===== config.mk =====
export PLATFORM = sky130hd
export DESIGN_NAME = byte_queue
export DESIGN_NICKNAME = d
export VERILOG_FILES = /design/src/rtl/byte_queue.sv
export SDC_FILE = /design/constraint.sdc
export NUM_CORES = 1
export LEC_CHECK = 0
export CAP_MARGIN = 20
export CORE_UTILIZATION = 45
export CTS_BUF_LIST = sky130_fd_sc_hd__clkbuf_8
export DETAILED_ROUTE_END_ITERATION = 6
export GPL_TIMING_DRIVEN = 0
export PLACE_DENSITY = 0.74
export SLEW_MARGIN = 0
export SYNTH_ARGS = -nofsm -noshare
export SYNTH_HDL_FRONTEND = slang
export SYNTH_SLANG_ARGS = --single-unit

===== constraint.sdc =====
create_clock -name clock_10KHZ -period 3.4 [get_ports clock_10KHZ]
set_clock_uncertainty 0.05 [all_clocks]
set_input_delay 0.68 -clock clock_10KHZ [delete_from_list [all_inputs] [get_ports clock_10KHZ]]
set_output_delay 0.68 -clock clock_10KHZ [all_outputs]
set_load 0.02 [all_outputs]

===== src/rtl/byte_queue.sv =====
// byte_queue: circular byte FIFO fed by a four-phase ready/ack handshake. Dequeue latency is 1 clock. A full queue stalls the producer
// by holding ack_out low; define QUEUE_DROP_OLDEST_EN to overwrite the oldest byte instead.
module byte_queue #(
  parameter int DEPTH = 8,
  parameter int WIDTH = 8
) (
  input  logic                       clock_10KHZ,
  input  logic                       reset,
  input  logic [WIDTH-1:0]           data_in,
  input  logic                       data_ready_in,
  output logic                       ack_out,
  input  logic                       dequeue_in,
  output logic [WIDTH-1:0]           data_out,
  output logic                       data_valid_out,
  output logic [$clog2(DEPTH+1)-1:0] len_out,
  output logic                       full_out,
  output logic                       empty_out
);

  localparam int PW = $clog2(DEPTH);
  localparam int LW = $clog2(DEPTH+1);

`ifdef QUEUE_DROP_OLDEST_EN
  localparam bit DROP_EN = 1'b1;
`else
  localparam bit DROP_EN = 1'b0;
`endif

  typedef enum logic {IDLE, ACK} state_t;

  state_t            state;
  state_t            state_nxt;
  logic [WIDTH-1:0]  mem [DEPTH];
  logic [PW-1:0]     wr_ptr;
  logic [PW-1:0]     rd_ptr;
  logic [LW-1:0]     len_nxt;
  logic              wr_en;
  logic              rd_en;
  logic              drop;
  logic              rd_adv;

  // Full/empty come from registered occupancy, so a same-cycle dequeue never frees room for a write.
  assign wr_en  = (state == IDLE) && data_ready_in && (!full_out || DROP_EN);
  assign rd_en  = dequeue_in && !empty_out;
  assign drop   = wr_en && full_out;
  assign rd_adv = rd_en || drop;

  always_ff @(posedge clock_10KHZ or negedge reset) begin
    if (!reset) begin
      state <= IDLE;
    end else begin
      state <= state_nxt;
    end
  end

  always_comb begin
    state_nxt = state;
    case (state)
      IDLE: if (wr_en) state_nxt = ACK;
      ACK:  if (!data_ready_in) state_nxt = IDLE;
      default: state_nxt = IDLE;
    endcase
  end

  always_comb begin
    ack_out = (state == ACK);
  end

  always_comb begin
    len_nxt = len_out;
    case ({wr_en, rd_adv})
      2'b10:   len_nxt = len_out + LW'(1);
      2'b01:   len_nxt = len_out - LW'(1);
      default: len_nxt = len_out;
    endcase
  end

  always_ff @(posedge clock_10KHZ) begin
    if (wr_en) begin
      mem[wr_ptr] <= data_in;
    end
  end

  always_ff @(posedge clock_10KHZ or negedge reset) begin
    if (!reset) begin
      wr_ptr         <= '0;
      rd_ptr         <= '0;
      len_out        <= '0;
      full_out       <= 1'b0;
      empty_out      <= 1'b1;
      data_out       <= '0;
      data_valid_out <= 1'b0;
    end else begin
      data_valid_out <= rd_en;
      if (rd_en) begin
        data_out <= mem[rd_ptr];
      end
      if (wr_en) begin
        wr_ptr <= wr_ptr + PW'(1);
      end
      if (rd_adv) begin
        rd_ptr <= rd_ptr + PW'(1);
      end
      len_out   <= len_nxt;
      full_out  <= (len_nxt == LW'(DEPTH));
      empty_out <= (len_nxt == '0);
    end
  end

endmodule


==> results of run 1 <==
flip-flops by register name, summed over array words and instances (netlist names):
| register | count |
|---|---|
| mem | 64 |
| empty_out | 1 |
| data_out | 8 |
| wr_ptr | 3 |
| full_out | 1 |
| rd_ptr | 3 |
| ack_out | 1 |
| len_out | 4 |
| data_valid_out | 1 |
routing by layer:
metal,wire length [um],track usage,vias up
li1,-,-,854
met1,2770,0.218,946
met2,3080,0.262,50
met3,251,0.0429,12
met4,138,0.0847,0
met5,0,0,-
power by group through the flow:
stage	registers, mW	logic (mW)	clock network (mW)
after detailed placement	1.48	1.28	0
after global placement	1.48	1.25	0
after global routing	1.49	1.37	0.764
after floorplan	1.56	0.793	0
final	1.46	1.26	0.708
after CTS	1.46	1.28	0.721
placed cells by master (no fill, tap or decap), types with 8 or more instances in the layout:
cell type        synthesis  routed
clkbuf_8                 0       9
clkdlybuf4s50_1          0      27
dfrtp_1                 21      21
edfxtp_1                64      64
mux2i_1                  8       8
mux4_2                  16      16
nand2_1                 18      18
nor2_1                   9       9
o21ai_1                  9       9
cells by family after synthesis:
kind of cell	count (synthesis)
adder cells (fa/ha/maj)	5
buffers and inverters	14
AO/OA/AOI/OAI	19
multiplexers	26
AND/OR/NAND/NOR	42
XOR/XNOR	8
flip-flops	86
worst reg2reg max path, stage by stage (launching register included):
cell      delay (ns)
dfrtp_1         0.40
nor3b_2         0.39
inv_1           0.12
ha_1            0.29
xor2_1          0.19
ha_1            0.19
a21oi_1         0.14
xor2_1          0.13
o41a_1          0.38
a211oi_2        0.19
cell type report:
| class | instances | area (um2) | area share |
|---|---|---|---|
| Tap cell | 99 | 124 | 0.0299 |
| Inverter | 5 | 18.8 | 0.00453 |
| Clock inverter | 7 | 72.6 | 0.0175 |
| Buffer | 9 | 67.6 | 0.0163 |
| Multi-Input combinational cell | 100 | 951 | 0.230 |
| Timing Repair Buffer | 30 | 310 | 0.0749 |
| Sequential cell | 86 | 2470 | 0.597 |
| Clock buffer | 9 | 124 | 0.0299 |
worst max path at each step:
stage | endpoint | slack (ns) | cells after the start
after floorplan | full_out | 0.83 | 9
after global placement | mem[1][4] | 0.12 | 4
after detailed placement | full_out | 0.09 | 10
after CTS | full_out | 0.44 | 10
after global routing | empty_out | 0.30 | 10
final | full_out | 0.45 | 10
through the flow:
stage / power, mW / worst slack [ns] / util / area (um2) / hold WS (ns)
floorplan: 2.35 / 0.830 / - / 3510 / 0.334
global placement: 2.73 / 0.116 / 0.527 / 3910 / 0.427
detailed placement: 2.76 / 0.0892 / 0.529 / 3920 / 0.430
CTS: 3.46 / 0.438 / 0.556 / 4120 / 0.448
global route: 3.62 / 0.305 / 0.559 / 4140 / 0.460
finish: 3.43 / 0.455 / 0.559 / 4140 / 0.441
==> impl_metrics.py, run 1 <==
metrics = {
    "worst_hold_path": {
        "worstHoldPathType": "reg2reg",
        "worst_hold_path.num_cells": 2,
        "min_to": "data_out[2]",
        "min_from": "data_out[2]",
    },
    "global_route": {
        "grt_pass1_vias": 1892,
        "grt_overflow_total": 0,
        "grt_start_max_net_pins": 23,
        "antenna_found_initial": 0,
        "grtUsageTotal": 0.167,
        "grt_pass1_wl_um": 9850,
    },
    "route": {
        "drt_first_pass_iters": 4,
        "route.detailed.drc": 0,
        "detail-route-antenna-nets": 0,
        "via_per_inst": 5.40,
        "wl_um": 6240,
        "drt-wirelength-per-cell_um": 18.1,
        "drt_iter0_drc": 174,
        "vias": 1862,
    },
    "synthesis": {
        "synth-xor-area-share": 0.0200,
        "synthAdderAreaFrac": 0.0178,
        "yosysMostFrequentCell": "edfxtp_1",
        "synthSimpleGateAreaFrac": 0.0606,
        "synth-compound-area-share": 0.0406,
        "synth_edf_count": 64,
        "synth_top_cell_area_share": 0.547,
        "yosys-top-cells-count": "64 x edfxtp_1, 21 x dfrtp_1, 18 x nand2_1, 16 x mux4_2",
        "synth_area_leaders": "edfxtp_1 55%, dfrtp_1 15%, mux4_2 10%",
        "avgSynthCellArea_um2": 17.6,
        "synthCells": 200,
        "synth_top_area_cell": "edfxtp_1",
        "async_flop_share": 0.256,
        "seq_area_frac_synth": 0.705,
        "syn-num-nets": 217,
        "synth_mux_area_frac": 0.132,
        "yosysWarningCount": 0,
        "synth_flop_cell": "edfxtp_1",
        "synth_top_family_by_area": "multiplexers",
        "synth_area_um2": 3510,
        "ys_ff_latch": 86,
        "ys_types": 35,
    },
    "sta": {
        "finalSetupViolations": 0,
        "slew_viol_final": 0,
        "rsz0062_at_grt": "no",
        "worst_pin_slew_ns": 0.975,
        "period_needed_ns": 2.95,
        "finalHoldViolCount": 0,
        "finalSetupTns_ns": 0,
        "period_share": 0.866,
        "fmax_ghz": 0.340,
        "slew_headroom": 0.348,
    },
    "critical_path": {
        "critPathLaunch": "data_ready_in",
        "rrSetupSlack_ns": 0.84,
        "critPathLaunchType": "primary input",
        "crit_family": "compound AO/OA/AOI/OAI gates",
        "crit_path_cell_trace": "clkdlybuf4s50_1 -> nor3b_2 -> inv_1 -> ha_1 -> xor2_1 -> ha_1 -> a21oi_1 -> xor2_1 -> o41a_1 -> a211oi_2",
        "slowest_delay_ns": 0.47,
        "path_max_fanout": 6,
        "timing.rr.end": "full_out",
        "slowest_stage": "clkdlybuf4s50_1",
        "required_ns": 3.60,
        "r2r_cells": 9,
        "cp-end-kind": "flip-flop",
        "critical_path_arrival_ns": 3.15,
        "cp_num_buf_inv": 2,
        "worstReg2RegStart": "full_out",
        "path_class": "in2reg",
    },
    "clock_tree": {
        "insertion_delay_ns": 0.35,
        "ctsLongestPathBuffers": 2,
        "cts_made_buffers": 9,
        "cts_max_level": 3,
        "holdBufCountCts": 0,
        "cts-resized-gates": 0,
        "cts_root_buf": "clkbuf_8",
        "cts_tree": "built",
        "post_cts_buffers": 0,
        "path_clk_slew_ns": 0.08,
        "clkSinkCount": 86,
    },
    "layout": {
        "stdcell_count": 345,
        "nets": 258,
        "area_growth_pct": 18.0,
        "drive_gt1_frac": 0.187,
        "num-fill-cells": 596,
        "diodes": 0,
    },
    "placed_design": {
        "port_buffers": 27,
        "gp_congestion": 0.747,
        "place_inst": 328,
        "hpwl_um": 4030,
    },
    "floorplanning": {
        "rows": 31,
        "die_x_um": 90.3,
        "initial_utilization": 0.474,
        "die-area_um2": 8160,
        "core_area_um2": 7410,
        "fp.dieH_um": 90.3,
        "io_pins": 28,
    },
    "run": {
        "drv_cap": 0,
    },
    "pwr": {
        "vdd_drop_max_uv": 418,
        "p_comb_frac": 0.368,
        "intPower_mw": 2.30,
        "p_clk_frac": 0.206,
        "power_per_cell_area_nw_per_um2": 829,
        "p_sw_mw": 1.13,
        "seq_power_share": 0.426,
        "p_leak_nw": 1.47,
        "p_sw_frac": 0.330,
    },
    "outcome": {
        "outcome": "finished, final reports clean",
    },
}
(Power assumes the default switching activity.)
==> run 2: changes to the inputs <==
--- a/config.mk
+++ b/config.mk
@@ -6,12 +6,15 @@
 export NUM_CORES = 1
 export LEC_CHECK = 0
 export CAP_MARGIN = 20
+export CORE_MARGIN = 10
 export CORE_UTILIZATION = 45
 export CTS_BUF_LIST = sky130_fd_sc_hd__clkbuf_8
 export DETAILED_ROUTE_END_ITERATION = 6
 export GPL_TIMING_DRIVEN = 0
 export PLACE_DENSITY = 0.74
+export SKIP_LAST_GASP = 1
 export SLEW_MARGIN = 0
 export SYNTH_ARGS = -nofsm -noshare
 export SYNTH_HDL_FRONTEND = slang
 export SYNTH_SLANG_ARGS = --single-unit
+export TNS_END_PERCENT = 30
==> run 2 against run 1 <==
Compared with the run above: sequential power about the same; combinational power about the same; sequential share of layout area increased by 0.29 points; worst setup slack improved by 0.020 ns; critical path type unchanged; largest cell class unchanged.
==> impl_metrics.py, run 2 (synthesis gave the netlist of run 1 again) <==
metrics = {
    "critical_path": {
        "slowest_delay_ns": 0.47,
        "path_class": "in2reg",
        "critPathLaunchType": "primary input",
        "cp-end-kind": "flip-flop",
        "critical_path_arrival_ns": 3.14,
        "required_ns": 3.61,
        "crit_path_cell_trace": "clkdlybuf4s50_1 -> nor3b_2 -> inv_1 -> ha_1 -> xor2_1 -> ha_1 -> a21oi_1 -> xor2_1 -> o41a_1 -> nor4_2",
        "path_max_fanout": 6,
        "slowest_stage": "clkdlybuf4s50_1",
    },
    "floorplanning": {
        "io_pins": 28,
        "core_area_um2": 7650,
        "fp.dieH_um": 108,
        "rows": 32,
        "die-area_um2": 11700,
        "die_x_um": 108,
        "initial_utilization": 0.459,
    },
    "layout": {
        "multi_input_area_um2": 951,
        "fin_area_um2": 4120,
        "seq_area_um2": 2470,
        "num-fill-cells": 598,
        "final_cell_mix": "64 x edfxtp_1, 27 x clkdlybuf4s50_1, 21 x dfrtp_1, 18 x nand2_1, 16 x mux4_2",
        "largest_reg_flops": 64,
        "layout_commonest_cell": "edfxtp_1",
        "diodes": 0,
        "nets": 258,
        "drive_gt1_frac": 0.191,
        "top_register": "mem",
        "area_growth_pct": 17.4,
        "largestRegisters": "mem: 64 flops, data_out: 8 flops, len_out: 4 flops",
    },
    "sta": {
        "slew_viol_final": 0,
        "finalSetupViolations": 0,
        "finalSetupTns_ns": 0,
        "rsz0062_at_grt": "no",
        "slew_headroom": 0.366,
        "setup_ws_ns": 0.475,
        "finalHoldViolCount": 0,
        "fmax_ghz": 0.342,
        "worst_pin_slew_ns": 0.948,
        "period_share": 0.860,
        "period_needed_ns": 2.92,
    },
    "clock_tree": {
        "ctsLongestPathBuffers": 2,
        "path_clk_slew_ns": 0.09,
        "cts_tree": "built",
        "clkSinkCount": 86,
        "cts_root_buf": "clkbuf_8",
        "cts_max_level": 3,
        "insertion_delay_ns": 0.35,
        "holdBufCountCts": 0,
        "post_cts_buffers": 0,
        "cts_made_buffers": 9,
        "cts-resized-gates": 0,
    },
    "route": {
        "detail-route-antenna-nets": 0,
        "drt_iter0_drc": 104,
        "wl_um": 6240,
        "drt-wirelength-per-cell_um": 17.9,
        "via_per_inst": 5.28,
        "route.detailed.drc": 0,
        "drt_first_pass_iters": 4,
        "vias": 1839,
    },
    "global_route": {
        "grt_overflow_total": 0,
        "grt_pass1_vias": 1997,
        "grt_start_max_net_pins": 23,
        "antenna_found_initial": 0,
        "grt_pass1_wl_um": 10400,
        "grtUsageTotal": 0.117,
    },
    "pwr": {
        "p_total_mw": 3.36,
        "power_per_cell_area_nw_per_um2": 815,
        "vdd_drop_max_uv": 395,
        "p_leak_nw": 1.44,
    },
    "placed_design": {
        "dp_slack_ns": 0.0858,
        "port_buffers": 27,
        "gp_congestion": 0.809,
        "hpwl_um": 4280,
        "place_area_um2": 3920,
    },
    "run": {
        "drv_cap": 0,
    },
    "outcome": {
        "outcome": "finished, final reports clean",
    },
    "worst_hold_path": {
        "worstHoldPathType": "reg2reg",
    },
}
-- run 2: cell types whose count changed in the layout (fill, tap and decap cells not counted), sizes merged --
| cell | previous run | this run |
|---|---|---|
| clkinvlp | 1 | 5 |
| buf | 7 | 8 |
| clkbuf | 14 | 13 |
| inv | 7 | 5 |
| clkinv | 3 | 2 |
| bufinv | 1 | 0 |
-- run 2: worst max-delay path: cells and delay by family --
family,cells,cell delay [ns]
compound gates,2,0.52
xor+xnor,2,0.32
fa+ha+maj,2,0.48
buf+inv,2,0.59
simple gates,2,0.56
-- run 2: path summary, 6_finish.rpt --
kind	cells after the start	slack [ns]	endpoint	startpoint
max	10	0.48	empty_out	data_ready_in
min	2	0.44	data_out[5]	data_out[5]
max reg2reg	9	0.84	empty_out	full_out
min reg2reg	2	0.44	data_out[5]	data_out[5]
max in group asynchronous	2	2.41	wr_ptr[1]	reset
min in group asynchronous	1	0.50	len_out[3]	reset
-- run 2: power breakdown --
group          internal, mW  switching [mW]  total, mW
sequential             1.33           0.123       1.45
clock                 0.264           0.363      0.627
combinational         0.626           0.654       1.28
-- run 2: metal layers --
layer	wire, um	global-route usage	up-vias	part of all wire
met1	2690	0.145	934	0.43
met4	167	0.0716	0	0.027
li1	-	-	850	-
met5	0	0	-	0
met3	303	0.0250	12	0.049
met2	3080	0.184	43	0.49
-- run 2: cell type report --
cell class	count	share of cell area
Buffer	9	0.0164
Clock buffer	9	0.0301
Clock inverter	7	0.0124
Inverter	5	0.00455
Multi-Input combinational cell	100	0.231
Sequential cell	86	0.600
Tap cell	102	0.0310
Timing Repair Buffer	30	0.0747
-- run 2: through the flow --
stage / utilization / instances / hold slack, ns
after floorplan: - / 200 / 0.334
final: 0.539 / 348 / 0.438
after global routing: 0.539 / 348 / 0.475
after detailed placement: 0.512 / 331 / 0.428
after global placement: 0.511 / 329 / 0.420
after CTS: 0.535 / 347 / 0.448
